[src/rtl/a_star_pkg.sv]
// Shared A* open-list definitions: entry layout, field offsets and the rescoring FSM states.
package a_star_pkg;

  localparam int unsigned COL_WIDTH   = 4;
  localparam int unsigned ROW_WIDTH   = 4;
  localparam int unsigned F_WIDTH     = 8;
  localparam int unsigned H_WIDTH     = 7;
  localparam int unsigned SPARE_WIDTH = 8;

  // Offsets chain from bit 0 upward so the layout stays self-consistent.
  localparam int unsigned EMPTY_BIT   = 0;
  localparam int unsigned SPARE_LSB   = EMPTY_BIT + 1;
  localparam int unsigned H_LSB       = SPARE_LSB + SPARE_WIDTH;
  localparam int unsigned F_LSB       = H_LSB + H_WIDTH;
  localparam int unsigned ROW_LSB     = F_LSB + F_WIDTH;
  localparam int unsigned COL_LSB     = ROW_LSB + ROW_WIDTH;
  localparam int unsigned ENTRY_WIDTH = COL_LSB + COL_WIDTH;

  typedef struct packed {
    logic [COL_WIDTH-1:0]   col;
    logic [ROW_WIDTH-1:0]   row;
    logic [F_WIDTH-1:0]     f;
    logic [H_WIDTH-1:0]     h;
    logic [SPARE_WIDTH-1:0] spare;
    logic                   empty;
  } open_entry_t;

  typedef enum logic [1:0] {StIdle, StSweep, StDrain, StDone} rescore_state_e;

  function automatic open_entry_t to_entry(logic [ENTRY_WIDTH-1:0] raw);
    return open_entry_t'(raw);
  endfunction

endpackage

[src/rtl/updateQueue.sv]
// F/H rescoring unit: Manhattan H to the goal, F = g + H, one registered stage.
module updateQueue
  import a_star_pkg::*;
#(
  parameter int unsigned G_SCORE_WIDTH = 7,
  parameter int unsigned GOAL_CELL_COL = 9,
  parameter int unsigned GOAL_CELL_ROW = 9
) (
  input  logic                     clk,
  input  logic                     rst,
  input  logic                     valid_i,
  input  open_entry_t              entry_i,
  input  logic [G_SCORE_WIDTH-1:0] g_score_i,
  output logic                     valid_o,
  output open_entry_t              entry_o
);

  localparam logic [COL_WIDTH-1:0] GoalCol = COL_WIDTH'(GOAL_CELL_COL);
  localparam logic [ROW_WIDTH-1:0] GoalRow = ROW_WIDTH'(GOAL_CELL_ROW);

  logic [COL_WIDTH-1:0] dcol;
  logic [ROW_WIDTH-1:0] drow;
  logic [H_WIDTH-1:0]   h;
  open_entry_t          entry_d;

  always_comb begin
    dcol    = (entry_i.col >= GoalCol) ? entry_i.col - GoalCol : GoalCol - entry_i.col;
    drow    = (entry_i.row >= GoalRow) ? entry_i.row - GoalRow : GoalRow - entry_i.row;
    h       = H_WIDTH'(dcol) + H_WIDTH'(drow);
    entry_d = entry_i;
    // Empty slots pass through untouched so the writeback is a no-op for them.
    if (!entry_i.empty) begin
      entry_d.h = h;
      entry_d.f = F_WIDTH'(g_score_i) + F_WIDTH'(h);
    end
  end

  always_ff @(posedge clk or posedge rst) begin
    if (rst) begin
      valid_o <= 1'b0;
      entry_o <= '0;
    end else begin
      valid_o <= valid_i;
      if (valid_i) entry_o <= entry_d;
    end
  end

endmodule

[src/rtl/open_list_rescore_ctrl.sv]
// Sweeps every open-list slot through the rescoring unit, writes it back in place and
// reports the lowest-F live slot as the next node to expand.
module open_list_rescore_ctrl
  import a_star_pkg::*;
#(
  parameter int unsigned DATA_WIDTH        = 32,
  parameter int unsigned CELL_COLUMN_WIDTH = 4,
  parameter int unsigned CELL_ROW_WIDTH    = 4,
  parameter int unsigned G_SCORE_WIDTH     = 7,
  parameter int unsigned F_SCORE_WIDTH     = 8,
  parameter int unsigned QUEUE_DEPTH       = 16,
  parameter int unsigned ADDR_WIDTH        = $clog2(QUEUE_DEPTH),
  parameter int unsigned GOAL_CELL_COL     = 9,
  parameter int unsigned GOAL_CELL_ROW     = 9
) (
  input  logic                                      clk,
  input  logic                                      rst,
  input  logic                                      start,
  input  logic [G_SCORE_WIDTH-1:0]                  g_score,
  output logic                                      busy,
  output logic                                      done,
  output logic                                      best_valid,
  output logic [ADDR_WIDTH-1:0]                     best_idx,
  output logic [CELL_COLUMN_WIDTH+CELL_ROW_WIDTH-1:0] best_cell,
  output logic [F_SCORE_WIDTH-1:0]                  best_f,
  output logic                                      mem_rd_en,
  output logic [ADDR_WIDTH-1:0]                     mem_rd_addr,
  input  logic [DATA_WIDTH-1:0]                     mem_rd_data,
  output logic                                      mem_wr_en,
  output logic [ADDR_WIDTH-1:0]                     mem_wr_addr,
  output logic [DATA_WIDTH-1:0]                     mem_wr_data
);

  localparam int unsigned CellWidth = CELL_COLUMN_WIDTH + CELL_ROW_WIDTH;
  localparam logic [ADDR_WIDTH-1:0] LastAddr = ADDR_WIDTH'(QUEUE_DEPTH - 1);

  rescore_state_e             state_q;
  logic [G_SCORE_WIDTH-1:0]   g_q;
  logic                       rd_en_q, busy_q, done_q, drain_q;
  logic [ADDR_WIDTH-1:0]      rd_addr_q;
  logic                       in_valid_q;
  logic [ADDR_WIDTH-1:0]      addr_s1_q, addr_s2_q;

  logic                       upd_valid;
  open_entry_t                upd_entry;

  logic                       run_valid_q, run_valid_d;
  logic [ADDR_WIDTH-1:0]      run_idx_q, run_idx_d;
  logic [CellWidth-1:0]       run_cell_q, run_cell_d;
  logic [F_SCORE_WIDTH-1:0]   run_f_q, run_f_d;

  logic                       best_valid_q;
  logic [ADDR_WIDTH-1:0]      best_idx_q;
  logic [CellWidth-1:0]       best_cell_q;
  logic [F_SCORE_WIDTH-1:0]   best_f_q;

  updateQueue #(
    .G_SCORE_WIDTH(G_SCORE_WIDTH),
    .GOAL_CELL_COL(GOAL_CELL_COL),
    .GOAL_CELL_ROW(GOAL_CELL_ROW)
  ) u_update (
    .clk      (clk),
    .rst      (rst),
    .valid_i  (in_valid_q),
    .entry_i  (to_entry(mem_rd_data)),
    .g_score_i(g_q),
    .valid_o  (upd_valid),
    .entry_o  (upd_entry)
  );

  // Strict less-than keeps the lowest index on F ties.
  always_comb begin
    run_valid_d = run_valid_q;
    run_idx_d   = run_idx_q;
    run_cell_d  = run_cell_q;
    run_f_d     = run_f_q;
    if (upd_valid && !upd_entry.empty && (!run_valid_q || upd_entry.f < run_f_q)) begin
      run_valid_d = 1'b1;
      run_idx_d   = addr_s2_q;
      run_cell_d  = {upd_entry.col, upd_entry.row};
      run_f_d     = upd_entry.f;
    end
  end

  // Slot address rides alongside the RAM read and the updater stage.
  always_ff @(posedge clk or posedge rst) begin
    if (rst) begin
      in_valid_q <= 1'b0;
      addr_s1_q  <= '0;
      addr_s2_q  <= '0;
    end else begin
      in_valid_q <= rd_en_q;
      addr_s1_q  <= rd_addr_q;
      addr_s2_q  <= addr_s1_q;
    end
  end

  always_ff @(posedge clk or posedge rst) begin
    if (rst) begin
      state_q      <= StIdle;
      g_q          <= '0;
      rd_en_q      <= 1'b0;
      rd_addr_q    <= '0;
      busy_q       <= 1'b0;
      done_q       <= 1'b0;
      drain_q      <= 1'b0;
      run_valid_q  <= 1'b0;
      run_idx_q    <= '0;
      run_cell_q   <= '0;
      run_f_q      <= '0;
      best_valid_q <= 1'b0;
      best_idx_q   <= '0;
      best_cell_q  <= '0;
      best_f_q     <= '0;
    end else begin
      done_q      <= 1'b0;
      run_valid_q <= run_valid_d;
      run_idx_q   <= run_idx_d;
      run_cell_q  <= run_cell_d;
      run_f_q     <= run_f_d;
      unique case (state_q)
        StIdle: begin
          if (start) begin
            g_q         <= g_score;
            run_valid_q <= 1'b0;
            run_idx_q   <= '0;
            run_cell_q  <= '0;
            run_f_q     <= '0;
            rd_en_q     <= 1'b1;
            rd_addr_q   <= '0;
            busy_q      <= 1'b1;
            state_q     <= StSweep;
          end
        end
        StSweep: begin
          if (rd_addr_q == LastAddr) begin
            rd_en_q <= 1'b0;
            drain_q <= 1'b0;
            state_q <= StDrain;
          end else begin
            rd_addr_q <= rd_addr_q + 1'b1;
          end
        end
        StDrain: begin
          if (drain_q) begin
            // The final writeback is folded in via the _d values on this edge.
            best_valid_q <= run_valid_d;
            best_idx_q   <= run_idx_d;
            best_cell_q  <= run_cell_d;
            best_f_q     <= run_f_d;
            done_q       <= 1'b1;
            state_q      <= StDone;
          end else begin
            drain_q <= 1'b1;
          end
        end
        StDone: begin
          busy_q  <= 1'b0;
          state_q <= StIdle;
        end
      endcase
    end
  end

  assign busy        = busy_q;
  assign done        = done_q;
  assign best_valid  = best_valid_q;
  assign best_idx    = best_idx_q;
  assign best_cell   = best_cell_q;
  assign best_f      = best_f_q;
  assign mem_rd_en   = rd_en_q;
  assign mem_rd_addr = rd_addr_q;
  assign mem_wr_en   = upd_valid;
  assign mem_wr_addr = addr_s2_q;
  assign mem_wr_data = upd_entry;

endmodule

[config.mk]
export PLATFORM = sky130hd
export DESIGN_NAME = open_list_rescore_ctrl
export DESIGN_NICKNAME = d
export VERILOG_FILES = /design/src/rtl/a_star_pkg.sv /design/src/rtl/updateQueue.sv /design/src/rtl/open_list_rescore_ctrl.sv
export SDC_FILE = /design/constraint.sdc
export NUM_CORES = 1
export LEC_CHECK = 0
export ABC_AREA = 1
export CAP_MARGIN = 25
export CORE_MARGIN = 10
export CORE_UTILIZATION = 55
export CTS_CLUSTER_DIAMETER = 40
export DETAILED_ROUTE_END_ITERATION = 8
export GPL_TIMING_DRIVEN = 0
export PLACE_DENSITY = 0.86
export SLEW_MARGIN = 20
export SYNTH_ARGS = -nofsm -noshare
export SYNTH_HDL_FRONTEND = slang
export SYNTH_SLANG_ARGS = --single-unit
[constraint.sdc]
create_clock -name clk -period 8.9 [get_ports clk]
set_input_delay 1.335 -clock clk [delete_from_list [all_inputs] [get_ports clk]]
set_output_delay 1.335 -clock clk [all_outputs]
set_load 0.05 [all_outputs]
After elaboration in Yosys (flattened, before gate mapping)
Index checks and enable logic that the tools add are counted.
- register bits after elaboration: 101
- input port bits: 42
- output and inout port bits: 65
- order comparisons: 3
- reduce and logical (&&, ||, !) cells: 16
- $add $sub $neg: 7
- equal/unequal tests: 8
- muxes and demuxes: 29
- operator list (kind ; count):
    $mux 8 ; 6
    $mux 4 ; 7
    $mux 15 ; 1
    $reduce_and 3->1 ; 3
    $add 7x7->8 ; 1
    $ge 4x4->1 const B ; 2
    $lt 8x8->1 ; 1
    $ne 2x2->1 const B ; 4
    $pmux 2 s4 ; 1
    $pmux 4 s2 ; 1
    $reduce_and 2->1 ; 4
    $sub 4x4->4 const A ; 2
    $sub 4x4->4 const B ; 2
    $mux 1 ; 7
    $mux 2 ; 3
    $pmux 1 s2 ; 3
    $reduce_bool 2->1 ; 3
    $add 4x4->5 ; 1
    $add 4x1->4 const B ; 1
    $eq 2x2->1 const B ; 2
    $eq 4x4->1 const B ; 1
    $eq 2x1->1 const B ; 1
    $logic_and 1x1->1 ; 2
    $logic_not 1->1 ; 2
    2 further kinds ; 2

Depth between registers and ports, before layout
- word-level depth: 6
- gate-level depth with buffers: 21
- depth with buffers taken out: 21

Hierarchy
From an unflattened synthesis, not the netlist that was laid out.
- cell total of the unflattened synthesis: 612
- area, all modules: 5079.9 um2
- by module, submodules not included (module ; area each (um2) ; cells each ; times used):
    open_list_rescore_ctrl ; 3100.5 ; 365 ; 1
    updateQueue ; 1979.4 ; 247 ; 1

Least setup slack after synthesis
No wires, ideal clock.
- path kind: input to register
- start point: in mem_rd_data[29]
- end point: reg u_update.entry_o[20] (netlist bit)
- buffers on the path: 0
- arrival time: 3.693 ns
- stages: 18
- setup slack: 5.069 ns
- data required time: 8.762 ns
- library setup time: 0.138 ns
- cells stage by stage: inv_1 -> ha_1 -> nand2_1 -> o21ai_0 -> inv_1 -> o22ai_1 -> inv_1 -> ha_1 -> a21oi_1 -> nand2_1 -> xor2_1 -> inv_1 -> ha_1 -> nand3_1 -> nand3_1 -> or2_2 -> nand3_1 -> o211ai_1
- longest elaborated chain between the ends: 5
- elaborated cells on any way between the ends: 7
- ends and longest elaborated chain (what ; RTL line ; RTL):
    start, declared ; open_list_rescore_ctrl.sv:28 ; input logic [DATA_WIDTH-1:0] mem_rd_data,
    $sub 4x4->4 / $ge 4x4->1 (equally long branches) ; updateQueue.sv:27 ; dcol = (entry_i.col >= GoalCol) ? entry_i.col - GoalCol : GoalCol - entry_i.col;
    $mux 4 (*) ; updateQueue.sv:27 ;
    $add 4x4->5 (*) ; updateQueue.sv:29 ; h = H_WIDTH'(dcol) + H_WIDTH'(drow);
    $add 7x7->8 (*) ; updateQueue.sv:34 ; entry_d.f = F_WIDTH'(g_score_i) + F_WIDTH'(h);
    $mux 15 (*) ; updateQueue.sv:32 ; if (!entry_i.empty) begin
    end signal, assigned ; updateQueue.sv:44 ; if (valid_i) entry_o <= entry_d;
    end, declared ; updateQueue.sv:15 ; output open_entry_t entry_o
Every way passes the cells marked *; elsewhere a longest branch is shown, timed or not.
A chain may end at the register's enable or synchronous reset.

Worst setup path after layout
- start point: in mem_rd_data[29]
- end point: reg u_update.entry_o[22] (netlist bit)
Same word-level chain as after synthesis.

==> impl_metrics.py <==
metrics = {
    "power_and_ir_drop": {
        "ir_drop_v": 0.000178,
        "pwr-share-seq_pct": 28.8,
        "leakage_nw": 3.25,
        "pwr-share-clk_pct": 11.5,
        "netSwitchingPower_mw": 1.41,
        "power.share.combinational_pct": 59.8,
        "power_density_nw_per_um2": 437,
        "swShare_pct": 51.0,
        "internal-power_mw": 1.36,
    },
    "sta": {
        "finalCriticalPeriod_ps": 4450,
        "setup_tns_ps": 0,
        "hold_violations": 0,
        "fmax_ghz": 0.225,
        "layout_setup_ws_ps": 4450,
        "max_slew_margin_pct": 63.7,
        "worstMarginPinSlew_ps": 543,
        "fin_hold_ws_ps": 362,
        "rsz0062_at_grt": "false",
        "report.final.slew_viol_count": 0,
        "setup_viol": 0,
        "period_share_pct": 50.0,
        "finClkSkew_ps": 12.6,
    },
    "synth": {
        "synth.top_cell.area_share_pct": 51.6,
        "synthTopCellsByArea": "dfrtp_1 (52%), nand2_1 (14%), ha_1 (7.2%), nand3_1 (6.6%), inv_1 (5.5%)",
        "netlist.top_cell.by_area": "dfrtp_1",
        "ys_seq_area_share_pct": 51.6,
        "ys_seq_elements": 101,
        "avgSynthCellArea_um2": 8.38,
        "synthArstFlopShare_pct": 100,
        "synth_area_um2": 4900,
        "synth_warnings": 0,
        "synth_edf_count": 0,
        "synthesis.nets": 657,
        "synth.distinct_cells": 29,
        "synth_cells": 585,
        "ys.flop_type": "dfrtp_1",
    },
    "worst_setup_path": {
        "required_ps": 9210,
        "cp_slowest_stage_delay_ps": 480,
        "start_kind": "input pin",
        "cpMaxStageDelayCell": "clkdlybuf4s50_1",
        "critPathCaptureType": "flop",
        "path_delay_family": "buffers and inverters",
        "r2r-start": "u_update.entry_o[21]$_DFFE_PP0P_",
        "worstPathArrival_ps": 4760,
        "r2r_slack_ps": 6980,
        "r2r_end": "best_f[7]$_DFFE_PP0P_",
        "cp_cell_sequence": "clkdlybuf4s50_1 -> inv_1 -> ha_1 -> nand2_1 -> o21ai_0 -> inv_1 -> o22ai_1 -> inv_1 -> ha_1 -> a21oi_1 -> nand2_1 -> xor2_1 -> inv_1 -> ha_1 -> nand3_1 -> nand3_1 -> nand2_1 -> a21oi_1 -> a21oi_1 -> o21ai_0 -> nand2_1 -> nand2_1",
        "r2r_cells": 10,
        "crit_type": "input pin to flop",
        "cp_max_fo": 4,
        "cpMostUsedCell": "nand2_1",
        "crit_buf_inv": 5,
    },
    "worst_hold_path": {
        "hold_depth": 0,
        "min_to": "mem_wr_addr[2]$_DFF_PP0_",
        "hp-class": "flop to flop",
        "min-delay-start": "addr_s1_q[2]$_DFF_PP0_",
    },
    "clocking": {
        "insertion_delay_ps": 370,
        "cts_sinks": 101,
        "cts.clk_slew.worst_paths_ps": 100,
        "cts_made_buffers": 9,
        "clock_path_buffers": 2,
        "cts-root-buf": "clkbuf_8",
        "cts_hold_buf": 0,
        "cts_resized": 0,
        "htreeDepth": 3,
        "cts_tree": "built",
        "post_cts_buffers": 0,
    },
    "grt": {
        "grt_pass1_vias": 4424,
        "antenna_found_initial": 0,
        "grtUsageTotal_pct": 20.1,
        "grt-ovfl-total": 0,
        "grt_pass1_wl_um": 21400,
        "grt_max_degree": 70,
    },
    "routing": {
        "drc": 0,
        "drt_iter0_drc": 220,
        "wl_per_cell_um": 15.9,
        "drtPass1Iterations": 5,
        "ant_nets": 0,
        "viasPerCell": 5.25,
        "vias": 4282,
        "wl_um": 13000,
    },
    "layout": {
        "syn2layout_area_growth_pct": 29.4,
        "drive_gt1_share_pct": 5.93,
        "nets": 775,
        "final_design_area_no_fill_um2": 6340,
        "instances_no_fill": 816,
        "diodes": 0,
    },
    "placed_design": {
        "dpl_cell_area_um2": 6130,
        "dpl_worst_slack_ps": 4150,
        "numPortBuffers": 106,
        "hpwl_um": 10100,
        "globalplace.congestion": 0.869,
        "placedCellCount": 800,
    },
    "floorplanning": {
        "start_util_pct": 56.5,
        "dieHeight_um": 114,
        "io_pins": 107,
        "dieArea_um2": 13100,
        "rows": 34,
        "core_um2": 8680,
        "die_w_um": 114,
    },
    "job": {
        "max-cap-violations": 0,
    },
    "run_status": {
        "status": "finished, final reports clean",
    },
}
layout by cell type, fill, tap and decap left out, types with 9 or more instances in the layout:
cell type,synthesis,layout
clkbuf_8,0,9
inv_1,72,71
dfrtp_1,101,101
clkdlybuf4s50_1,0,106
nand2_1,179,179
ha_1,28,28
a21oi_1,11,11
nor2_1,41,41
clkbuf_1,12,14
o21ai_0,27,27
nand3_1,65,65
nand2_2,12,12
power by group through the flow:
stage	sequential, mW	clock (mW)	combinational, mW
after detailed placement	0.803	0	1.65
after floorplan	1.24	0	0.679
after global routing	0.821	0.340	1.80
after global placement	0.789	0	1.59
final	0.797	0.318	1.66
after CTS	0.795	0.321	1.66
registers in the layout (all words and copies together), names as in the netlist, 2 cells and up:
signal,cells
state_q,2
best_cell,8
run_cell_q,8
u_update.entry_o,32
g_q,7
run_f_q,8
run_idx_q,4
addr_s1_q,4
mem_rd_addr,4
best_f,8
best_idx,4
mem_wr_addr,4
how the worst max path moves through the flow:
| stage | from | endpoint | slack (ps) | cells past startpoint |
|---|---|---|---|---|
| global placement | rst | u_update.entry_o[14]$_DFFE_PP0P_ | 3550 | 2 |
| floorplan | rst | addr_s1_q[0]$_DFF_PP0_ | 4920 | 1 |
| finish | mem_rd_data[29] | u_update.entry_o[22]$_DFFE_PP0P_ | 4450 | 22 |
| detailed placement | mem_rd_data[29] | u_update.entry_o[22]$_DFFE_PP0P_ | 4150 | 22 |
| global route | mem_rd_data[29] | u_update.entry_o[22]$_DFFE_PP0P_ | 4150 | 22 |
| CTS | mem_rd_data[29] | u_update.entry_o[22]$_DFFE_PP0P_ | 4500 | 22 |
layer usage:
metal	up-vias	wire length (um)	GRT usage, %
met1	2047	5190	23.0
met5	-	0	0
met2	130	6770	35.6
met4	0	303	8.19
li1	2080	-	-
met3	25	708	4.14
synthesized netlist by cell type (3+ instances only):
master,number
xor2_1,3
inv_2,3
dfrtp_1,101
clkbuf_1,12
ha_1,28
inv_1,72
buf_2,3
a21oi_1,11
o22ai_1,5
nand2_2,12
o211ai_1,5
o21ai_0,27
nand2_1,179
nor2_1,41
nand3_1,65
through the flow:
stage	utilization (%)	total power [mW]
2_1_floorplan	-	1.92
3_3_place_gp	70.2	2.38
3_5_place_dp	70.6	2.45
4_1_cts	73.1	2.78
5_1_grt	73.1	2.97
6_report	73.1	2.77
final cells by class:
type	count	area, um^2
clock buffer	11	131
buffer	20	97.6
sequential	101	2530
fill	639	2340
multi-input combinational	389	1990
timing repair buffer	107	1090
inverter	75	287
clock inverter	5	82.6
tap	108	135
logic make-up (layout without fill, tap and decap cells):
logic type / after synthesis / in the layout / synth area share [%]
compound gates: 53 / 53 / 6.26
xor+xnor: 4 / 4 / 0.715
fa+ha+maj: 30 / 30 / 7.97
buf+inv: 95 / 218 / 7.74
flops: 101 / 101 / 51.6
simple gates: 302 / 302 / 25.7
No activity file was read; power rests on OpenSTA's default activity.
